## config.mk

```make
export PLATFORM = sky130hd
export DESIGN_NAME = data_memory_dump
export DESIGN_NICKNAME = d
export VERILOG_FILES = /design/src/rtl/data_memory_dump.sv
export SDC_FILE = /design/constraint.sdc
export NUM_CORES = 1
export LEC_CHECK = 0
export CAP_MARGIN = 20
export CORE_MARGIN = 5
export CORE_UTILIZATION = 45
export CTS_CLUSTER_SIZE = 20
export DETAILED_ROUTE_END_ITERATION = 8
export HOLD_SLACK_MARGIN = 0.1
export PLACE_DENSITY = 0.73
export SYNTH_ARGS = -nofsm -noshare
export SYNTH_HDL_FRONTEND = slang
export SYNTH_SLANG_ARGS = --single-unit
```

## constraint.sdc

```tcl
create_clock -name clock -period 2.15 [get_ports clock]
set_clock_uncertainty 0.05 [all_clocks]
set_input_delay 0.3225 -clock clock [delete_from_list [all_inputs] [get_ports clock]]
set_output_delay 0.3225 -clock clock [all_outputs]
set_load 0.01 [all_outputs]
```

## src/rtl/data_memory_dump.sv

```systemverilog
// rtl/data_memory_dump.sv - streams a range of data-memory words out as MSB-first bytes
module data_memory_dump #(
    parameter int DATA_MEM_SIZE = 64,
    parameter int ADDR_W        = 6
) (
    input  logic              clock,
    input  logic              reset,
    input  logic              start,
    input  logic [ADDR_W-1:0] base,
    input  logic [ADDR_W:0]   count,
    output logic              mem_rd,
    output logic [ADDR_W-1:0] mem_addr,
    input  logic [31:0]       mem_rdata,
    output logic              out_valid,
    input  logic              out_ready,
    output logic [7:0]        out_data,
    output logic              out_last,
    output logic              busy,
    output logic              done
);

    typedef enum logic [2:0] {
        S_IDLE,
        S_READ,
        S_LOAD,
        S_SEND,
        S_DONE
    } state_t;

    localparam int              ADDR_MASK  = DATA_MEM_SIZE - 1;
    localparam logic [ADDR_W:0] REMAIN_ONE = {{ADDR_W{1'b0}}, 1'b1};

    state_t              state;
    state_t              state_next;
    logic [ADDR_W-1:0]   addr_q;
    logic [ADDR_W-1:0]   addr_inc;
    logic [ADDR_W:0]     remain_q;
    logic [31:0]         shift_q;
    logic [1:0]          byte_idx_q;
    logic [ADDR_W-1:0]   mem_addr_q;
    logic                xfer;
    logic                last_byte;
    logic                last_word;

    assign addr_inc  = (addr_q + 1'b1) & ADDR_MASK[ADDR_W-1:0];
    assign xfer      = (state == S_SEND) && out_ready;
    assign last_byte = (byte_idx_q == 2'd3);
    assign last_word = (remain_q == REMAIN_ONE);
    assign mem_addr  = mem_addr_q;

    always_ff @(posedge clock or negedge reset) begin
        if (!reset) begin
            state <= S_IDLE;
        end else begin
            state <= state_next;
        end
    end

    // Outputs decode from state and registers only, never from out_ready.
    always_comb begin
        state_next = state;
        mem_rd     = 1'b0;
        out_valid  = 1'b0;
        out_data   = 8'h00;
        out_last   = 1'b0;
        busy       = 1'b1;
        done       = 1'b0;
        case (state)
            S_IDLE: begin
                busy = 1'b0;
                if (start) begin
                    state_next = (count == '0) ? S_DONE : S_READ;
                end
            end
            S_READ: begin
                mem_rd     = 1'b1;
                state_next = S_LOAD;
            end
            S_LOAD: begin
                state_next = S_SEND;
            end
            S_SEND: begin
                out_valid = 1'b1;
                out_data  = shift_q[31:24];
                out_last  = last_byte && last_word;
                if (xfer && last_byte) begin
                    state_next = last_word ? S_DONE : S_READ;
                end
            end
            S_DONE: begin
                done       = 1'b1;
                state_next = S_IDLE;
            end
            default: begin
                busy       = 1'b0;
                state_next = S_IDLE;
            end
        endcase
    end

    // mem_addr only moves on the edge that enters READ, so it holds between reads.
    always_ff @(posedge clock or negedge reset) begin
        if (!reset) begin
            addr_q     <= '0;
            remain_q   <= '0;
            shift_q    <= '0;
            byte_idx_q <= '0;
            mem_addr_q <= '0;
        end else begin
            case (state)
                S_IDLE: begin
                    if (start) begin
                        addr_q   <= base;
                        remain_q <= count;
                        if (count != '0) begin
                            mem_addr_q <= base;
                        end
                    end
                end
                S_LOAD: begin
                    shift_q    <= mem_rdata;
                    byte_idx_q <= 2'd0;
                end
                S_SEND: begin
                    if (xfer) begin
                        shift_q    <= {shift_q[23:0], 8'h00};
                        byte_idx_q <= byte_idx_q + 2'd1;
                        if (last_byte) begin
                            remain_q <= remain_q - 1'b1;
                            addr_q   <= addr_inc;
                            if (!last_word) begin
                                mem_addr_q <= addr_inc;
                            end
                        end
                    end
                end
                default: begin
                end
            endcase
        end
    end

endmodule

```

== Word level (Yosys, flattened, before mapping) ==
Index checks and enable logic that the tools add are counted.
Storage, ports and cells
  bits in registers: 56
  latch bits: 0
  memory bits (writable): 0
  memory bits (read-only): 0
  input bits: 49
  word-level logic and storage cells: 63
  memories: 0
Operators by class
  add/sub/neg operators: 3
  multiply operators: 0
  divide/modulo/power cells: 0
  order comparisons: 0
  eq/ne operators: 12
  shifts and indexed selects: 0
  muxes and demuxes: 29
  bitwise gates (word level): 0
  reduce and logical (&&, ||, !) cells: 13
Operators with widths (count)
  32-bit case mux with 2 select lines: 1
  6-bit 2-to-1 mux: 8
  32-bit 2-to-1 mux: 1
  6-bit case mux with 2 select lines: 2
  7-bit 2-to-1 mux: 3
  7-bit case mux with 2 select lines: 1
  3-bit 2-to-1 mux: 4
  3-bit case mux with 4 select lines: 1
  2-bit inequality test, second input constant: 5
  8-bit 2-to-1 mux: 1
  7-bit by 1-bit == test with 1-bit output, second input constant: 1
  7-bit zero test: 1
  7-bit nonzero test: 1
  7-bit by 1-bit subtractor with 7-bit output, second input constant: 1
  6-bit by 1-bit adder with 6-bit output, second input constant: 1
  3-bit by 2-bit == test with 1-bit output, second input constant: 2
  6-bit AND reduction: 1
  1-bit 2-to-1 mux: 5
  2-bit case mux with 2 select lines: 1
  2-bit AND reduction: 2
  4-bit AND reduction: 1
  2-bit nonzero test: 2
  4-bit OR reduction: 1
  3-bit by 1-bit == test with 1-bit output, second input constant: 1
  other kinds (7): 9

== Logic depth before layout (Yosys ltp) ==
  depth after elaboration: 5
  mapped depth: 8
  mapped depth without buffers: 5

== Least setup slack after synthesis ==
OpenSTA, ideal clock, no wires.
  path type: register to output
  from: reg state[1]
  to: out out_data[0]
  arrival: 1.309 ns
  data required time: 1.778 ns
  path slack: 0.468 ns
  stages on the path, launching flop included: 7
  cell sequence: dfrtp_1 buf_2 nand3b_1 inv_1 buf_2 clkbuf_1 and2_1
Between the ends
  cells in the longest elaborated chain, start to end: 2
Ends and longest elaborated chain
  start: declaration: RTL line 33  | state_t state;
  start signal: assignment: RTL line 55  | state <= state_next;
  3-bit by 2-bit == test with 1-bit output: RTL line 68  | case (state)
  8-bit 2-to-1 mux: RTL line 68
  end: declaration: RTL line 16  | output logic [7:0] out_data,
No other way between the ends.

== Worst setup path in the final report ==
  from: reg state[0]
  to: out done
Between the ends
  cells in the longest elaborated chain, start to end: 2
Ends and longest elaborated chain
  3-bit == test: RTL line 68
  1-bit 2-to-1 mux: RTL line 68
  end: declaration: RTL line 19  | output logic done
No other way between the ends.

==> results.md <==
* Via Count at 2321
* Crit path max fanout at 12
* Final Util at 61.0%
* Drt first pass iters at 5
* Max-Slew Margin vs Limit at 41.4%
* Sequential-to-total area share from yosys stat at 49.3%
* DR DRC count at 0
* Vias in the first global route at 2270
* PortBufs at 67
* Fin cells at 436
* CP top delay family: buffers and inverters
* Final GP Congestion at 0.772
* Layout net count at 411
* Leakage power at 1.85 nW
* Routed wire length at 6.39 mm
* Synth area leader: dfrtp_1
* Gr usage total at 16.5%
* Worst stage delay on the critical path at 530 ps
* Die area at 8010 um2
* Top cell type's share of synthesized area at 49.3%
* Slowest-stage cell, CP: clkdlybuf4s50_1
* Vias per cell at 5.32
* Mapped Cells at 284
* DR WL/cell at 14.7 um
* Initial antenna violation count at 0
* Worst Slack Setup Final at 129 ps
* Core ar. at 6240 um2
* Dpl cell area at 3640 um2
* Syn Area/Cell at 10.0 um2
* H-tree levels at 2
* I/O pin cnt at 68
* Crit path required time at 1780 ps
* Reg2Reg Depth at 5
* DP Worst Slack at -40.9 ps
* Post-synthesis instance area at 2850 um2
* Global-route wire length before repair at 10.4 mm
* Area Overhead vs Synth at 33.9%
* Chip height at 89.5 um
* Top-count cell post-synth: dfrtp_1
* CP Capture Type: output port
* Final critical-path required period at 2020 ps
* CTS Buf Count at 5
* Pin count of the biggest net entering global routing at 59
* Top cells by area, synth: dfrtp_1, mux2i_1, o21ai_0
* Crit path depth at 4
* Clk slew on worst S/H paths at 100 ps
* Clock Latency Late Sink at 300 ps
* Outcome: completed
* CTS tree: done
* Hold WC Path Type: register to register
* Crit-path cells: buf_4, nor2_4, and2_1, clkdlybuf4s50_1
* Syn_nets at 337
* Final Max Tran Viols at 0
* Fin Hold WS at 426 ps
* Worst-case clock buffer depth at 2
* WP buf/inv at 2
* Crit Path Category: register to output port
* Worst Tran Pin Value at 876 ps
* Die X at 89.5 um
* Initial Util at 45.6%
* Routed Antenna Nets at 0
* Final Instance Area at 3810 um2
* VDD IR max at 0.641 mV
* Post-detail-place hpwl at 4.58 mm
* Number of synthesized flops with an enable pin at 0
* RSZ-0062 raised after global routing: no
* Final Setup Violations at 0
* Fillers at 552
* Fmax at 495 MHz
* Startpoint Class: register
* Flops & latches, synth at 56
* Synth cell count leaders: dfrtp_1, nand2_1, o21ai_0
* CTS Sinks at 56
* Most used DFF post-synth: dfrtp_1
* Final worst-path cycle share at 94.0%
* Power Dens Cells at 1220 nW/um2
* Total gr overflow at 0
* Yosys warns at 0
* Synth async-reset ratio at 100%
* Hold depth at 2
* Root Buffer: clkbuf_8
* Initial DRC Count at 127
* Dpl cells at 423
* Netlist cell types at 40
* Ratio of cells with drive above 1 in the final layout at 12.3%
* Worst path arrival time at 1650 ps
* Max-Cap Viols at 0
* Rows at 29
* ANT cells at 0
* Final hold vios at 0
## registers in the layout (all words and copies together) (netlist names)
register and cells:
addr_q 6, byte_idx_q 2, mem_addr 6, remain_q 7, shift_q 32, state 3
## cells by family (layout without fill, tap and decap cells)
kind of cell	Yosys count	in the layout	synth area share [%]
flops	56	56	49.3
compound gates	78	78	17.4
fa+ha+maj	4	4	1.76
buf+inv	26	101	4.00
mux	32	32	11.6
xor+xnor	4	4	1.23
simple gates	84	84	14.8
## report_power, final
part / leakage, nW / internal, mW / total, mW / switching [mW]
combinational: 1.10 / 1.17 / 2.35 / 1.18
sequential: 0.712 / 1.45 / 1.72 / 0.269
clock: 0.0445 / 0.263 / 0.595 / 0.332
total: 1.85 / 2.88 / 4.66 / 1.78
## worst register-to-register path: stages (launching register included)
cell	delay (ps)
dfrtp_2	460
buf_4	160
or3b_4	410
a21oi_4	170
buf_4	240
mux2_2	350
## metal layers
layer	vias to the layer above	GRT usage (%)	share of wire (%)	wire length [um]
li1	1160	-	-	-
met1	1107	22.0	44	2830
met4	0	4.87	1.1	72
met2	49	27.1	49	3140
met5	-	0	0	0
met3	5	3.41	5.4	348
## per-stage QoR
step | TNS (ps) | power, mW
global placement | 0 | 3.97
detailed placement | -221 | 4.04
floorplan | 0 | 3.29
CTS | 0 | 4.71
global route | 0 | 5.02
finish | 0 | 4.66
## worst paths after layout
| check | startpoint | end | slack [ps] |
|---|---|---|---|
| setup / recovery | state[0] | done | 130 |
| hold / removal | shift_q[29] | shift_q[29] | 430 |
| setup reg to reg | state[1] | addr_q[4] | 210 |
| hold reg to reg | shift_q[29] | shift_q[29] | 430 |
| max in group asynchronous | reset | state[1] | 1270 |
| min in group asynchronous | reset | mem_addr[2] | 500 |
## layout by cell type, fill, tap and decap left out, types with 4 or more instances in the layout
cell type	synthesis	routed
nand2b_1	4	4
mux2i_1	24	24
clkbuf_8	0	6
and2_1	9	9
mux2_2	8	8
a22o_1	8	8
nand3_1	7	7
buf_4	2	17
nor2_1	7	5
clkdlybuf4s50_1	0	55
nor3_1	4	4
ha_1	4	4
dlymetal6s2s_1	0	10
dfrtp_1	56	55
nand2_1	38	38
o21ai_0	38	38
inv_1	7	6
a21oi_1	12	12
## layout make-up
| class | count | area (um2) | area share (%) |
|---|---|---|---|
| multi-input combinational | 202 | 1340 | 35.2 |
| clock buffer | 7 | 86.3 | 2.27 |
| timing repair buffer | 86 | 847 | 22.2 |
| clock inverter | 1 | 7.51 | 0.197 |
| inverter | 7 | 28.8 | 0.756 |
| sequential | 56 | 1400 | 36.8 |
| tap | 77 | 96.3 | 2.53 |
## timing repair
item,CTS,global route
buffers inserted,4,0
hold endpoints to repair,56,0
resized for setup,5,11
setup endpoints to repair,12,11
hold buffers,1,0
(Power assumes the default switching activity.)
